==> src/rtl/divisor_ctrl.sv <==
// divisor_ctrl: programmable clock divider with handshaked divisor loading.
// s_clk toggles every (active_div + 1) cycles while enabled; new divisors are
// taken over a load_req/load_ack handshake. In RUN a new divisor is parked in
// a pending register and installed at the next terminal count, keeping s_clk
// phases whole.
// Optional feature macro: DIVCTRL_IMMEDIATE_EN -- a load accepted in RUN
// installs at once and restarts the count (s_clk level kept, no PEND state).
module divisor_ctrl #(
    parameter int unsigned    W           = 18,
    parameter logic [W-1:0]   DIV_DEFAULT = W'(200000)
) (
    input  logic         clk,
    input  logic         reset,
    input  logic         en,
    input  logic         load_req,
    input  logic [W-1:0] load_div,
    output logic         load_ack,
    output logic         s_clk,
    output logic         tick,
    output logic         busy,
    output logic [W-1:0] active_div
);

    typedef enum logic [1:0] {StIdle, StRun, StPend} state_e;

    state_e         state_q, state_d;
    logic [W-1:0]   cnt_q, cnt_d;
    logic [W-1:0]   act_q, act_d;
    logic [W-1:0]   pend_q, pend_d;
    logic           sclk_q, sclk_d;
    logic           tick_q, tick_d;
    logic           ack_q, ack_d;
    logic           busy_q, busy_d;

    logic [W-1:0]   load_clamped;
    logic           accept;
    logic           term;

    // Zero would give a degenerate divider; clamp to the minimum of 1.
    assign load_clamped = (load_div == '0) ? W'(1) : load_div;
    // ack_q blocks a second accept while the requester is still dropping load_req.
    assign accept       = load_req && !ack_q && (state_q != StPend);
    // >= rather than == so the counter can never run past the terminal count.
    assign term         = (cnt_q >= act_q);

    // Next-state and output decode for the divider FSM.
    always_comb begin
        state_d = state_q;
        cnt_d   = cnt_q;
        act_d   = act_q;
        pend_d  = pend_q;
        sclk_d  = sclk_q;
        tick_d  = 1'b0;
        ack_d   = 1'b0;
        busy_d  = busy_q;

        unique case (state_q)
            StIdle: begin
                cnt_d  = '0;
                sclk_d = 1'b0;
                busy_d = 1'b0;
                if (accept) begin
                    ack_d = 1'b1;
                    act_d = load_clamped;
                end
                if (en) begin
                    state_d = StRun;
                end
            end

            StRun: begin
                if (!en) begin
                    // Disable wins over a coincident terminal count: no tick.
                    state_d = StIdle;
                    cnt_d   = '0;
                    sclk_d  = 1'b0;
                    if (accept) begin
                        ack_d = 1'b1;
                        act_d = load_clamped;
                    end
                end else begin
                    if (term) begin
                        cnt_d  = '0;
                        sclk_d = ~sclk_q;
                        tick_d = 1'b1;
                    end else begin
                        cnt_d = cnt_q + W'(1);
                    end
                    if (accept) begin
                        ack_d = 1'b1;
`ifdef DIVCTRL_IMMEDIATE_EN
                        // Restart the count on the new divisor; the load takes
                        // priority over a coincident terminal count.
                        act_d  = load_clamped;
                        cnt_d  = '0;
                        sclk_d = sclk_q;
                        tick_d = 1'b0;
`else
                        pend_d  = load_clamped;
                        busy_d  = 1'b1;
                        state_d = StPend;
`endif
                    end
                end
            end

            StPend: begin
                if (!en) begin
                    state_d = StIdle;
                    cnt_d   = '0;
                    sclk_d  = 1'b0;
                    act_d   = pend_q;
                    pend_d  = '0;
                    busy_d  = 1'b0;
                end else if (term) begin
                    state_d = StRun;
                    cnt_d   = '0;
                    sclk_d  = ~sclk_q;
                    tick_d  = 1'b1;
                    act_d   = pend_q;
                    pend_d  = '0;
                    busy_d  = 1'b0;
                end else begin
                    cnt_d = cnt_q + W'(1);
                end
            end

            default: begin
                state_d = StIdle;
                cnt_d   = '0;
                sclk_d  = 1'b0;
                busy_d  = 1'b0;
            end
        endcase
    end

    // State registers; reset discards any pending divisor and un-acked request.
    always_ff @(posedge clk or posedge reset) begin
        if (reset) begin
            state_q <= StIdle;
            cnt_q   <= '0;
            act_q   <= DIV_DEFAULT;
            pend_q  <= '0;
            sclk_q  <= 1'b0;
            tick_q  <= 1'b0;
            ack_q   <= 1'b0;
            busy_q  <= 1'b0;
        end else begin
            state_q <= state_d;
            cnt_q   <= cnt_d;
            act_q   <= act_d;
            pend_q  <= pend_d;
            sclk_q  <= sclk_d;
            tick_q  <= tick_d;
            ack_q   <= ack_d;
            busy_q  <= busy_d;
        end
    end

    assign load_ack   = ack_q;
    assign s_clk      = sclk_q;
    assign tick       = tick_q;
    assign busy       = busy_q;
    assign active_div = act_q;

endmodule

==> config.mk <==
export PLATFORM = sky130hd
export DESIGN_NAME = divisor_ctrl
export DESIGN_NICKNAME = d
export VERILOG_FILES = /design/src/rtl/divisor_ctrl.sv
export SDC_FILE = /design/constraint.sdc
export NUM_CORES = 1
export LEC_CHECK = 0
export CELL_PAD_IN_SITES_DETAIL_PLACEMENT = 1
export CELL_PAD_IN_SITES_GLOBAL_PLACEMENT = 1
export CORE_UTILIZATION = 33
export CTS_CLUSTER_SIZE = 40
export DETAILED_ROUTE_END_ITERATION = 6
export PLACE_DENSITY_LB_ADDON = 0.1
export SLEW_MARGIN = 20
export SYNTH_ARGS = -nofsm -noshare
export SYNTH_HDL_FRONTEND = slang
export SYNTH_SLANG_ARGS = --single-unit
==> constraint.sdc <==
create_clock -name clk -period 5.52 [get_ports clk]
set_input_delay 0.552 -clock clk [delete_from_list [all_inputs] [get_ports clk]]
set_output_delay 0.552 -clock clk [all_outputs]
set_load 0.05 [all_outputs]
=== After elaboration in Yosys (flattened, before gate mapping) ===
Index checks and enable logic that the tools add are counted.

* Reduce and logical (&&, ||, !) cells: 13
* Muxes and demuxes: 33
* $add $sub $neg: 1
* Bitwise operators: 1
* Eq/ne operators: 10
* $lt $le $gt $ge: 1

{| class="wikitable"
|+ Operator list
! operator !! count
|-
| 18-bit 2-to-1 mux || 12
|-
| 18-bit one-hot mux with 3 select lines || 1
|-
| 18-bit one-hot mux with 2 select lines || 1
|-
| 18-bit by 1-bit adder with 18-bit output, second input constant || 1
|-
| 18-bit greater-or-equal comparator || 1
|-
| 18-bit zero test || 1
|-
| 1-bit 2-to-1 mux || 12
|-
| 2-bit 2-to-1 mux || 5
|-
| 2-bit inequality test, second input constant || 5
|-
| 3-bit AND reduction || 3
|-
| 3-bit inequality test, second input constant || 2
|-
| 2-bit one-hot mux with 3 select lines || 1
|-
| 4-bit AND reduction || 1
|-
| 2-bit OR reduction || 2
|-
| 3-bit by 2-bit inequality test with 1-bit output, second input constant || 1
|-
| 3-bit nonzero test || 1
|-
| 2-bit by 1-bit equality test with 1-bit output, second input constant || 1
|-
| 2-bit equality test, second input constant || 1
|-
| 1-bit logical AND || 2
|-
| 2-bit zero test || 1
|-
| 1-bit one-hot mux with 2 select lines || 1
|-
| 2-bit nonzero test || 1
|-
| 1-bit zero test || 1
|-
| 1-bit NOT || 1
|}

* Logic and storage cells: 67
* Bits of input ports: 22
* Register bits after elaboration: 60
* Output and inout bits: 22

=== Depth between registers and ports, before layout ===
* Depth in word-level cells: 6
* Gate-level depth with buffers: 11
* Gate-level depth less buffers: 8

=== Least setup slack after synthesis ===
Ideal clock, no wire load.

* Kind: register to register
* Start: reg act_q[8] (netlist: active_div[8])
* End: reg act_q[0] (netlist: active_div[0])
* Period minus slack after synthesis: 2.532 ns
* Required time: 5.395 ns
* Path buffers: 2
* Library setup time: 0.125 ns
* Setup slack: 2.988 ns
* Cell stages (with the launch flop): 11
* Arrival: 2.407 ns
* Cells stage by stage: dfstp_2 -> inv_1 -> ha_1 -> a21o_1 -> a221o_1 -> nand2_1 -> and3_1 -> buf_6 -> a31oi_1 -> buf_6 -> mux2_4

* Word-level cells in the longest chain between the ends: 3

{| class="wikitable"
|+ RTL lines
! item !! line !! RTL
|-
| from (decl) || 28 || <nowiki>logic [W-1:0] act_q, act_d;</nowiki>
|-
| from (signal assigned) || 151 || <nowiki>act_q <= act_d;</nowiki>
|-
| 18-bit greater-or-equal comparator || 44 || <nowiki>assign term = (cnt_q >= act_q);</nowiki>
|-
| 3-bit inequality test (no source line) || - ||
|-
| 3-bit AND reduction (no source line) || - ||
|}

No other way between the ends.
A chain may end at the register's enable or synchronous reset.

=== Worst setup path in the final report ===
* Start: reg act_q[16] (netlist: active_div[16])
* End: reg act_q[0] (netlist: active_div[0])

Same word-level chain as after synthesis.

==> metrics <==
Core Area=9420 um2; Setup violations, final=0; H-Tree Depth=3; vias in the first global route=2598; Static Leakage=1.76 nW; number of diodes=0; VDD IR max=0.288 mV; R2R Setup Slk=2.92 ns; Post-Route WL=8050 um; Longest Clk Path Bufs=2; clk_lat worst skew=0.33 ns; Via density=5.04; vias=2416; share of cells above drive strength 1=0.0800; power density over the cells=495 nW/um2; non-filler cells, final=479; register bit count reported by yosys=60; largest net degree at the start of global routing=61; HPWL Detailed=5930 um; clock sinks=60; number of antenna violations at the first check in global routing=0; number of buffers created by CTS=9; Final Hold Vio Count=0; Seq/Total Area, Yosys=0.463; Ports=44; Die Ht=101 um; Power, Total=1.95 mW; CTS tree=done; syn_nets=342; total die area=10300 um2; commonest non-fill, non-tap cells in the layout=dfrtp_1, clkdlybuf4s50_1, mux2i_1; Mapped Cells=297; Post-synth EDFFs=0; CP Capture Type=flip-flop; Synth Warn #=0; Synth Flop Type=dfrtp_1; worst min path class=flip-flop to flip-flop; fin nets=390; Initial Util=0.346; Crit path required time=5.74 ns; Total GRT Usage=0.178; cts repair resizes=0; Avg Inst Size Synth=11.0 um2; iteration count of the initial detailed-routing pass=4; PortBufs=43; global-route wire length before repair=13600 um; max cap viols=0; post-CTS setup buffer count=0; clock slew at reported path FFs=0.07 ns; WL/cell=16.8 um; DRT iter0 DRCs=73; ys async rst share=1.00; remaining antenna violation count after routing=0; Fillers=1064; min Tclk post-route=2.60 ns; critical path class=flip-flop to flip-flop; synthesis-to-layout area growth=21.2%; worst relative slew slack=0.469; DRC viols=0; Peak Freq=384 MHz; Netlist cell types=43; FP Rows=35; RSZ-0062 raised after global routing=no; CP Launch Type=flip-flop; commonest non-fill, non-tap cell in the layout=dfrtp_1; Root Buffer=clkbuf_8; RD Place Congestion=0.760; fin crit share=0.471; Post-CTS Hold Buffers=0; Setup Skew=0.00493 ns; max-slew violation count=0; Max FO, Critical Path=18; global route overflow=0; Setup Total Neg Slack=0 ns; final hold slack=0.500 ns; actual slew at the worst max-slew pin=0.797 ns; CP arrival=2.82 ns; status=completed; placed cell count=463; Cell Area, Synth=3260 um2; Die W=101 um
==> critical path: stages, from the launching register on <==
cell and delay [ns]:
dfstp_2 0.54, inv_1 0.05, ha_1 0.29, nand4_1 0.13, nor3_2 0.29, o2111ai_1 0.31
a31oi_2 0.21, buf_4 0.33, mux2_4 0.33
==> metrics by stage <==
stage / util / cell area [um2] / setup WS, ns
final: 0.420 / 3950 / 2.92
after CTS: 0.420 / 3950 / 2.89
after global placement: 0.402 / 3790 / 2.99
after global routing: 0.420 / 3950 / 2.73
after detailed placement: 0.402 / 3790 / 2.91
after floorplan: - / 3260 / 2.99
==> metal layers <==
metal | GRT usage | vias up | part of all wire
met4 | 0.0602 | 0 | 0.0084
met1 | 0.237 | 1213 | 0.48
met5 | 0 | - | 0
met3 | 0.0352 | 6 | 0.034
li1 | - | 1146 | -
met2 | 0.290 | 51 | 0.48
==> path summary, 6_finish.rpt <==
kind / startpoint / end / cells past startpoint
min in group asynchronous: reset / pend_q[16] / 3
hold reg to reg: pend_q[0] / pend_q[0] / 1
max in group asynchronous: reset / cnt_q[0] / 3
setup / recovery: active_div[16] / active_div[0] / 8
setup reg to reg: active_div[16] / active_div[0] / 8
hold / removal: pend_q[0] / pend_q[0] / 1
==> Yosys cell counts (2+ instances only) <==
master    count  area, um2
nand3_1      12       60.1
nor3_1        5       25.0
nor4_1        4       25.0
xor2_1       11       96.3
a21oi_1       7       35.0
a21o_1        3       22.5
a31oi_1       2       12.5
nor2_1       25       93.8
dfstp_2       6        158
nand2_1      13       48.8
inv_1        22       82.6
xnor2_1       5       43.8
nand2b_1      4       25.0
ha_1         23        288
o21a_1        3       22.5
buf_2         3       15.0
mux2i_1      38        380
nand4_1       7       43.8
dfrtp_1      54       1350
and3_1        4       25.0
a22o_1       15        131
o21ai_0       6       30.0
buf_6         5       56.3
==> power breakdown <==
group,internal (mW),switching [mW],total (mW)
sequential,0.595,0.0904,0.686
clock,0.175,0.168,0.342
combinational,0.347,0.578,0.925
total,1.12,0.836,1.95
==> cell type report <==
class / instances / area (um2) / share of cell area
Multi-Input combinational cell: 205 / 1570 / 0.398
Sequential cell: 60 / 1510 / 0.382
Timing Repair Buffer: 47 / 460 / 0.117
Tap cell: 129 / 161 / 0.0409
Clock buffer: 14 / 153 / 0.0386
Inverter: 22 / 82.6 / 0.0209
Clock inverter: 2 / 10.0 / 0.00253
==> registers in the layout, summed over array words and instances, names as in the netlist <==
register,count
s_clk,1
load_ack,1
active_div,18
busy,1
state_q,2
cnt_q,18
tick,1
pend_q,18
==> cell families after synthesis <==
group	synth area share
AOI/OAI and AO/OA	0.106
xor gates and xnor gates	0.0430
adders and majority gates	0.0883
DFF	0.463
and+or+nand+nor	0.122
muxes	0.121
buffers and inverters	0.0560
Note: power is estimated with default switching activity, not from simulation.
